File: src/rtl/router_1xn_pkt.sv
// router_1xn_pkt: 1xN packet router with per-channel FWFT FIFOs, header decode,
// parity check, and per-channel unread-data timeout flush.
// Optional store-and-forward mode: define PARITY_DROP_EN. Without it the router
// runs cut-through (bytes visible as soon as written, bad parity only flags err).

// One output channel: FIFO storage, read/visible pointers, timeout timer.
module router_chan #(
    parameter int DW      = 8,
    parameter int DEPTH   = 16,
    parameter int TIMEOUT = 30
) (
    input  logic          clk,
    input  logic          rst,
    input  logic          wr,
    input  logic [DW-1:0] wdata,
    input  logic          rd_en,
    input  logic          commit,
    input  logic          rollback,
    output logic          vld,
    output logic [DW-1:0] dout,
    output logic          full,
    output logic          full_on_wr,
    output logic          flush,
    output logic          soft_rst
);
    localparam int AW = $clog2(DEPTH);
    localparam int TW = $clog2(TIMEOUT + 1);
    localparam logic [AW:0] FULL_PAT = {1'b1, {AW{1'b0}}};

    logic [DW-1:0] mem [DEPTH];
    logic [AW:0]   wptr, rptr, vptr, rptr_n;
    logic [TW-1:0] tmr;
    logic          wr_ok, pop;

`ifdef PARITY_DROP_EN
    // Readers only see data up to the last committed packet boundary.
    logic [AW:0] cptr;
    assign vptr = cptr;
`else
    logic unused_ctl;
    assign unused_ctl = commit | rollback;
    assign vptr = wptr;
`endif

    assign vld        = (rptr != vptr);
    assign dout       = vld ? mem[rptr[AW-1:0]] : '0;
    assign full       = ((wptr ^ rptr) == FULL_PAT);
    assign wr_ok      = wr && !full;
    assign pop        = rd_en && vld;
    assign rptr_n     = rptr + (AW + 1)'(pop);
    // Would the FIFO be full after a write this cycle? Independent of wr so the
    // FSM can use it without forming a combinational loop.
    assign full_on_wr = (((wptr + (AW + 1)'(1)) ^ rptr_n) == FULL_PAT);
    assign flush      = vld && !rd_en && (tmr == TW'(TIMEOUT - 1));

    // Storage write; contents need no reset since dout is masked when empty.
    always_ff @(posedge clk) begin
        if (wr_ok)
            mem[wptr[AW-1:0]] <= wdata;
    end

    // Pointer update; a flush empties the FIFO and beats any same-cycle write.
    always_ff @(posedge clk) begin
        if (rst || flush) begin
            wptr <= '0;
            rptr <= '0;
`ifdef PARITY_DROP_EN
            cptr <= '0;
`endif
        end else begin
            rptr <= rptr_n;
`ifdef PARITY_DROP_EN
            wptr <= rollback ? cptr : wptr + (AW + 1)'(wr_ok);
            if (commit)
                cptr <= wptr;
`else
            wptr <= wptr + (AW + 1)'(wr_ok);
`endif
        end
    end

    // Timeout: counts cycles of visible, unread data; any read or empty clears it.
    always_ff @(posedge clk) begin
        if (rst) begin
            tmr      <= '0;
            soft_rst <= 1'b0;
        end else begin
            soft_rst <= flush;
            if (flush || rd_en || !vld)
                tmr <= '0;
            else
                tmr <= tmr + TW'(1);
        end
    end
endmodule

module router_1xn_pkt #(
    parameter int N       = 3,
    parameter int DW      = 8,
    parameter int DEPTH   = 16,
    parameter int TIMEOUT = 30
) (
    input  logic            clk,
    input  logic            rst,
    input  logic            pkt_vld,
    input  logic [DW-1:0]   din,
    output logic            busy,
    output logic            err,
    input  logic [N-1:0]    rd_en,
    output logic [N-1:0]    vld_out,
    output logic [N*DW-1:0] dout,
    output logic [N-1:0]    soft_rst
);
    localparam int ADDR_W = (N > 2) ? $clog2(N) : 1;
    localparam int LW     = DW - ADDR_W;

    typedef enum logic [2:0] {IDLE, LOAD, FULL_WAIT, CHECK, DROP} state_t;

    state_t              state, nxt;
    logic [LW-1:0]       cnt, cnt_n;
    logic [ADDR_W-1:0]   dest, dest_n, sel, hdr_addr;
    logic [LW-1:0]       hdr_len;
    logic [DW-1:0]       par, par_n;
    logic                bad, bad_n, err_n, busy_n;
    logic                accept, hdr_oob, wr_any, commit, rollback, stall;
    logic                sel_full, sel_fow, sel_flush;
    logic [N-1:0]        wr, full, full_on_wr, flush, ch_commit, ch_rollback;

    assign hdr_addr = din[ADDR_W-1:0];
    assign hdr_len  = din[DW-1:ADDR_W];
    assign hdr_oob  = ({1'b0, hdr_addr} >= (ADDR_W + 1)'(N));
    assign accept   = pkt_vld && !busy;
    // In IDLE the channel of interest is the one the incoming header names.
    assign sel      = (state == IDLE) ? hdr_addr : dest;

    // Per-channel FIFOs.
    for (genvar i = 0; i < N; i++) begin : g_ch
        router_chan #(.DW(DW), .DEPTH(DEPTH), .TIMEOUT(TIMEOUT)) u_ch (
            .clk        (clk),
            .rst        (rst),
            .wr         (wr[i]),
            .wdata      (din),
            .rd_en      (rd_en[i]),
            .commit     (ch_commit[i]),
            .rollback   (ch_rollback[i]),
            .vld        (vld_out[i]),
            .dout       (dout[i*DW +: DW]),
            .full       (full[i]),
            .full_on_wr (full_on_wr[i]),
            .flush      (flush[i]),
            .soft_rst   (soft_rst[i])
        );
    end

    // Status of the selected channel; out-of-range addresses read as idle.
    always_comb begin
        sel_full  = 1'b0;
        sel_fow   = 1'b0;
        sel_flush = 1'b0;
        for (int i = 0; i < N; i++) begin
            if (sel == ADDR_W'(i)) begin
                sel_full  = full[i];
                sel_fow   = full_on_wr[i];
                sel_flush = flush[i];
            end
        end
    end

    // Route FSM write/commit/rollback strobes to the selected channel.
    always_comb begin
        wr          = '0;
        ch_commit   = '0;
        ch_rollback = '0;
        for (int i = 0; i < N; i++) begin
            if (sel == ADDR_W'(i)) begin
                wr[i]          = wr_any;
                ch_commit[i]   = commit;
                ch_rollback[i] = rollback;
            end
        end
    end

    // Next-state and datapath control.
    always_comb begin
        nxt      = state;
        cnt_n    = cnt;
        dest_n   = dest;
        par_n    = par;
        bad_n    = bad;
        err_n    = 1'b0;
        wr_any   = 1'b0;
        commit   = 1'b0;
        rollback = 1'b0;
        stall    = 1'b0;
        case (state)
            IDLE: begin
                if (accept && !sel_full) begin
                    cnt_n  = hdr_len;
                    dest_n = hdr_addr;
                    par_n  = din;
                    bad_n  = 1'b0;
                    if (hdr_oob) begin
                        nxt = DROP;
                    end else begin
                        wr_any = 1'b1;
                        nxt    = LOAD;
                        stall  = sel_fow;
                    end
                end
            end
            LOAD: begin
                if (accept) begin
                    wr_any = 1'b1;
                    if (cnt == '0) begin
                        nxt   = CHECK;
                        bad_n = (par != din);
                    end else begin
                        cnt_n = cnt - LW'(1);
                        par_n = par ^ din;
                        stall = sel_fow;
                    end
                end
            end
            FULL_WAIT: begin
                if (!sel_full)
                    nxt = LOAD;
            end
            CHECK: begin
                nxt   = IDLE;
                err_n = bad;
`ifdef PARITY_DROP_EN
                rollback = bad;
                commit   = !bad;
`endif
            end
            DROP: begin
                if (accept) begin
                    if (cnt == '0) begin
                        nxt   = IDLE;
                        err_n = 1'b1;
                    end else begin
                        cnt_n = cnt - LW'(1);
                    end
                end
            end
            default: nxt = IDLE;
        endcase

        // FIFO filled with bytes still to come.
        if (stall) begin
`ifdef PARITY_DROP_EN
            // Uncommitted packet can never drain: discard it and skip the rest.
            rollback = 1'b1;
            nxt      = DROP;
`else
            nxt = FULL_WAIT;
`endif
        end

        // Timeout flush of the channel being filled abandons the packet.
        if (sel_flush && (state == LOAD || state == FULL_WAIT || wr_any)) begin
            commit   = 1'b0;
            rollback = 1'b0;
            if (nxt == CHECK) begin
                nxt   = IDLE;
                err_n = 1'b1;
            end else begin
                nxt = DROP;
            end
        end

        busy_n = (nxt == FULL_WAIT) || (nxt == CHECK) ||
                 (state == IDLE && nxt == IDLE && pkt_vld && sel_full);
    end

    // FSM and control registers.
    always_ff @(posedge clk) begin
        if (rst) begin
            state <= IDLE;
            cnt   <= '0;
            dest  <= '0;
            par   <= '0;
            bad   <= 1'b0;
            busy  <= 1'b0;
            err   <= 1'b0;
        end else begin
            state <= nxt;
            cnt   <= cnt_n;
            dest  <= dest_n;
            par   <= par_n;
            bad   <= bad_n;
            busy  <= busy_n;
            err   <= err_n;
        end
    end
endmodule

File: config.mk
export PLATFORM = sky130hd
export DESIGN_NAME = router_1xn_pkt
export DESIGN_NICKNAME = d
export VERILOG_FILES = /design/src/rtl/router_1xn_pkt.sv
export SDC_FILE = /design/constraint.sdc
export NUM_CORES = 1
export LEC_CHECK = 0
export CAP_MARGIN = 20
export CORE_ASPECT_RATIO = 1.4
export CORE_MARGIN = 3
export CORE_UTILIZATION = 37
export DETAILED_ROUTE_END_ITERATION = 8
export PLACE_DENSITY = 0.51
export SLEW_MARGIN = 20
export SYNTH_ARGS = -nofsm -noshare
export SYNTH_HDL_FRONTEND = slang
export SYNTH_SLANG_ARGS = --single-unit
File: constraint.sdc
create_clock -name clk -period 3.7 [get_ports clk]
set_clock_uncertainty 0.1 [all_clocks]
set_input_delay 0.37 -clock clk [delete_from_list [all_inputs] [get_ports clk]]
set_output_delay 0.37 -clock clk [all_outputs]
set_load 0.02 [all_outputs]
; ---- Word level (Yosys, flattened, before mapping)
; Memory sizes are Yosys's and may differ from the RTL's. A register that Yosys moved wholly into a read port is not among the register bits.
; Cells that the tools add are included.
[op_classes]
addsub = 13
mul = 0
div_mod_pow = 0
magnitude_cmp = 1
eq_ne = 28
shifts = 0
mux = 62
bitwise_logic = 7
reduce_logical = 56
[ops]
columns = cell, count
row1 = $mux 8, 6
row2 = $eq 5x5->1 const B, 9
row3 = $mux 1, 32
row4 = $add 5x1->5, 6
row5 = $add 5x1->5 const B, 6
row6 = $mux 3, 10
row7 = $xor 5x5->5, 6
row8 = $logic_and 1x1->1, 18
row9 = $mux 6, 3
row10 = $pmux 8 s2, 1
row11 = $eq 3x2->1 const B, 5
row12 = $ne 5x5->1, 3
row13 = $logic_or 1x1->1, 13
row14 = $mux 4, 3
row15 = $pmux 3 s4, 1
row16 = $pmux 6 s2, 1
row17 = $reduce_and 4->1, 3
row18 = $logic_not 1->1, 11
row19 = $ne 2x2->1 const B, 4
row20 = $ne 8x8->1, 1
row21 = $pmux 1 s2, 4
row22 = $reduce_or 2->1, 4
row23 = $xor 8x8->8, 1
row24 = $logic_not 3->1, 2
row25 = 12 further kinds, 14
[totals]
reg_bits = 70
latch_bits = 0
ram_bits = 384
rom_bits = 0
in_bits = 14
output_inout_bits = 32
elab_cells = 189
n_memories = 3
[mem_list]
columns = name, words, width, read_ports, rd_ports_with_merged_regs, wr, line
row1 = g_ch[0].u_ch.mem, 16, 8, 1, 1, 1, 30  ; logic [DW-1:0] mem [DEPTH];
row2 = g_ch[1].u_ch.mem, 16, 8, 1, 1, 1, 30
row3 = g_ch[2].u_ch.mem, 16, 8, 1, 1, 1, 30

; ---- Longest topological paths before layout
[logic_depth]
word_depth = 20
mapped_depth = 15
mapped_depth_nobuf = 13

; ---- Cells and area by module
; Synthesis repeated with hierarchy kept, for this count alone.
[hier_totals]
cells_unflattened = 1250
hier_area_um2 = 19562.5
[modules_own_cells]
columns = mod, instances, cells_each, area_each_um2, seq_area_each_um2
row1 = router_chan at g_ch[1].u_ch, 1, 358, 6147.1, 4164.0
row2 = router_chan at g_ch[0].u_ch, 1, 347, 5933.2, 4164.0
row3 = router_chan at g_ch[2].u_ch, 1, 324, 5871.9, 4164.0
row4 = router_1xn_pkt, 1, 221, 1610.3, 440.4

; ---- Least setup slack after synthesis
; OpenSTA, ideal clock, no wires.
[synth_path]
path_kind = register to register
start = register g_ch[2].u_ch.wptr[2]
end = register busy
setup_ns = 0.074
arrival_ns = 3.188
t_required_ns = 3.526
setup_slack_ns = 0.338
stages_incl_launch_ff = 16
n_path_buf = 2
period_less_slack_ns = 3.362
cell_sequence = dfxtp_1 clkbuf_1 xnor2_1 nand4_1 or2_2 clkbuf_1 and2_1 ha_1 ha_1 xnor2_1 xnor2_1 nand4_1 o32a_1 a221oi_1 nor2_1 o21ai_0
[synth_via]
elab_chain_len = 18
elab_cells_between_ends = 39
classes_between = 2 x add/sub / 6 x eq/ne / 16 x mux / 2 x bitwise / 13 x reduce/logical
[synth_rtl]
columns = element, line
row1 = start: declaration, 31  ; logic [AW:0] wptr, rptr, vptr, rptr_n;
row2 = start signal: assignment, 77  ; wptr <= wptr + (AW + 1)'(wr_ok);
row3 = $ne 5x5->1 *, 45  ; assign vld = (rptr != vptr);
row4 = via g_ch[2].u_ch.vld, 19  ; output logic vld,
row5 = $logic_and 1x1->1, 49  ; assign pop = rd_en && vld;
row6 = $add 5x1->5, 50  ; assign rptr_n = rptr + (AW + 1)'(pop);
row7 = $xor 5x5->5, 53  ; assign full_on_wr = (((wptr + (AW + 1)'(1)) ^ rptr_n) == FULL_PAT);
row8 = $eq 5x5->1, 53
row9 = $mux 1, 161  ; if (sel == ADDR_W'(i)) begin
row10 = "$mux 1, on equally long branches", "214, 202"
row11 = "$mux 1, on equally long branches", "212, 197"
row12 = $pmux 1 s2, 195  ; case (state)
row13 = $mux 3, 250  ; if (stall) begin
row14 = $eq 3x2->1, 264  ; if (nxt == CHECK) begin
row15 = $mux 3, 264
row16 = $mux 3 *, 261  ; if (sel_flush && (state == LOAD || state == FULL_WAIT || wr_any)) begin
row17 = $logic_not 3->1, 273  ; (state == IDLE && nxt == IDLE && pkt_vld && sel_full);
row18 = $logic_and 1x1->1 (3 in series), 273
row19 = $logic_or 1x1->1 *, 272  ; busy_n = (nxt == FULL_WAIT) || (nxt == CHECK) ||
row20 = end signal: assignment, 292  ; busy <= busy_n;
row21 = end: declaration, 107  ; output logic busy,
; The timed path passes the listed nets; every way through them passes the cells marked *.
; A chain may end at the register's enable or synchronous reset.

; ---- Final worst setup path
[layout_path]
start = register g_ch[2].u_ch.rptr[3]
end = output dout[22]
[layout_via]
elab_chain_len = 2
[layout_rtl]
columns = element, line
row1 = start: declaration, 31
row2 = start signal: assignment, 71  ; rptr <= rptr_n;
row3 = $ne 5x5->1, 45
row4 = $mux 8, 46  ; assign dout = vld ? mem[rptr[AW-1:0]] : '0;
row5 = end: declaration, 111  ; output logic [N*DW-1:0] dout,
; Every way passes these cells.

==> summary.md <==
| Metric | Value |
|---|---|
| Worst-Skew Late Latency | `0.55 ns` |
| Share of cells above drive strength 1 | `0.217` |
| Max Fclk | `282 MHz` |
| Synth unique cells | `58` |
| Leakage | `7.25 nW` |
| Synth Register Bits | `454` |
| Fin crit period | `3.54 ns` |
| CP Launch Point | `g_ch[2].u_ch.rptr[3]` |
| Endpoint type of the worst setup path | `primary output` |
| Final setup viols | `0` |
| Die W | `198 um` |
| Post-Route WL | `44000 um` |
| Crit path required time | `3.23 ns` |
| Worst Hold Class | `input pin to flip-flop` |
| Max-Cap Viols | `0` |
| Port Buffers | `45` |
| Post-synth net total | `1164` |
| Site row count | `98` |
| CTS Sinks | `454` |
| Final worst slack | `0.159 ns` |
| Drt pass-1 iters | `5` |
| CP Cell Sequence | `buf_4, mux4_2, mux4_2, and2_1, clkdlybuf4s50_1` |
| Most common cell after layout, fill and taps aside | `edfxtp_1` |
| Vias | `9864` |
| EDFF count, synth | `384` |
| Cells after Synth | `1118` |
| Fill cells | `4482` |
| Vias per Instance | `5.21` |
| Setup slack, reg-to-reg | `0.36 ns` |
| CP max stage cell | `mux4_2` |
| Drt wl/cell | `23.3 um` |
| Post-route ant nets | `0` |
| First-pass GRT wire length | `67100 um` |
| Ys flop type | `edfxtp_1` |
| Cell Area, Synth | `0.0192 mm^2` |
| Dpl cells | `1814` |
| Peak VDD IR | `0.459 mV` |
| RSZ-0062 raised after global routing | `false` |
| Total track usage | `0.164` |
| Largest net degree at the start of global routing | `55` |
| Slowest Stage Delay on Critical Path | `0.55 ns` |
| Cell Pwr Density | `535 mW/mm^2` |
| RePlAce Congestion | `0.823` |
| Worst hold slack | `0.120 ns` |
| Vias in the first global route | `10500` |
| DRT iter0 DRCs | `671` |
| CTS Buffer Depth | `3` |
| Initial antenna violation count | `2` |
| CTS tree | `done` |
| CP startpoint kind | `flip-flop` |
| # nets final | `1255` |
| WP data arrival | `3.07 ns` |
| Register area | `0.0129 mm^2` |
| Status | `completed` |
| Average size of a mapped cell | `17.2 um^2` |
| Drt drc | `0` |
| FFs w/ async S/R, synth | `0` |
| PnR Total Power | `11.8 mW` |
| CTS root buf | `clkbuf_16` |
| Worst Hold Path EP | `par[1]` |
| Post-route insts no fill | `1893` |
| Syn-to-layout area delta | `15.1%` |
| Grt ovf | `0` |
| # IOs | `46` |
| H-tree depth | `2` |
| Number of CTS-inserted buffers | `43` |
| Util after Layout | `0.432` |
| Floorplan Core Area | `0.0511 mm^2` |
| Part of the Yosys area used for sequential elements | `0.674` |
| Worst slack at placement | `0.301 ns` |
| Headroom to the max-slew limit | `0.453` |
| Die area | `0.0547 mm^2` |
| Initial core utilization | `0.375` |
| Crit path max fanout | `34` |
| Post-DP Area | `0.0206 mm^2` |
| Clock-pin slew on the worst setup and hold paths | `0.06 ns` |
| Hold_sp | `din[1]` |
| Worst reg-to-reg path cell count | `13` |
| TNS Setup | `0 ns` |
| Most frequent CP cell | `mux4_2` |
| RR Startpoint | `g_ch[2].u_ch.vptr[1]` |
| Worst reg2reg endpoint | `busy` |
| Hold Vio Cnt, Final | `0` |
| DPL Wire Length | `28500 um` |
| CP Class | `flip-flop to primary output` |
| Least-Margin Pin Slew | `0.820 ns` |
| Yosys warnings | `0` |
| Period utilisation layout | `0.957` |
| Hold depth | `2` |
| Cts hold-fix bufs | `0` |
| Final Instance Area | `0.0221 mm^2` |
| Slew Limit Fails | `0` |
| Multi-input gate area | `0.00592 mm^2` |
| Most frequent cells in the layout | `edfxtp_1 (384), mux4_2 (120), nor2_1 (72), dfxtp_1 (67), buf_4 (57)` |
| Die height | `275 um` |
cell type report:
| cell class | instances | share of cell area |
|---|---|---|
| antenna | 1 | 0.000113 |
| clock buffer | 53 | 0.0524 |
| clock inverter | 25 | 0.0132 |
| inverter | 17 | 0.00289 |
| multi-input combinational | 588 | 0.268 |
| sequential | 454 | 0.586 |
| tap | 650 | 0.0368 |
| timing repair buffer | 105 | 0.0407 |
registers in the layout (all words and copies together) (netlist names):
signal              flops
g_ch.u_ch.rptr         15
bad                     1
g_ch.u_ch.soft_rst      3
err                     1
g_ch.u_ch.tmr          15
busy                    1
cnt                     6
g_ch.u_ch.mem         384
dest                    2
par                     8
g_ch.u_ch.vptr         15
state                   3
worst max path at each step:
stage,end,cells after the start,slack [ns]
final,dout[22],5,0.16
after global routing,dout[22],5,0.05
after CTS,dout[22],5,0.09
after detailed placement,busy,12,0.30
after global placement,busy,12,0.31
after floorplan,busy,15,0.34
worst max-delay path: cells and delay by family, from the launching register on:
kind / cells / cell delay [ns]
buffers and inverters: 2 / 0.98
DFF: 1 / 0.34
muxes: 2 / 0.98
and+or+nand+nor: 1 / 0.18
cells by family after synthesis:
| group | Yosys count | synth area share |
|---|---|---|
| adders and majority gates | 32 | 0.0209 |
| buffers and inverters | 76 | 0.0174 |
| AOI/OAI and AO/OA | 74 | 0.0291 |
| xor gates and xnor gates | 78 | 0.0356 |
| and+or+nand+nor | 278 | 0.0776 |
| DFF | 454 | 0.674 |
| muxes | 126 | 0.145 |
cells in the mapped netlist (all sizes together) (3+ instances only):
cell type,n,area share
a21oi,14,0.0037
a22o,4,0.0018
a32o,7,0.0037
and2,36,0.012
and3,37,0.012
and3b,3,0.0014
buf,26,0.0076
clkbuf,33,0.0065
dfxtp,70,0.073
edfxtp,384,0.60
ha,32,0.021
inv,17,0.0033
mux2i,6,0.0044
mux4,120,0.14
nand2,30,0.0063
nand2b,5,0.0016
nand3,28,0.0073
nand4,10,0.0033
nor2,73,0.014
nor2b,30,0.0098
nor3,7,0.0029
nor3b,4,0.0018
nor4,6,0.0020
o211ai,9,0.0035
o21ai,17,0.0044
or3,4,0.0013
xnor2,42,0.019
xor2,36,0.016
layer usage:
metal  global-route usage  wire length [um]  part of all wire  vias to the layer above
met5                    0                13           0.00030                        -
met4               0.0361               766             0.017                        2
met3               0.0216              1220             0.028                       52
met2                0.300             23700              0.54                      140
met1                0.206             18300              0.42                     5125
li1                     -                 -                 -                     4545
report_power, final:
part | internal (mW) | leakage (nW) | switching, mW
sequential | 5.62 | 4.02 | 0.0749
combinational | 0.727 | 2.52 | 0.863
clock | 2.65 | 0.708 | 1.88
total | 9.00 | 7.25 | 2.82
what timing repair did:
| action | 4_1_cts | 5_1_grt |
|---|---|---|
| gates resized for setup | 1 | 0 |
| buffers inserted | 0 | 0 |
| setup endpoints to repair | 5 | 0 |
(Power assumes the default switching activity.)
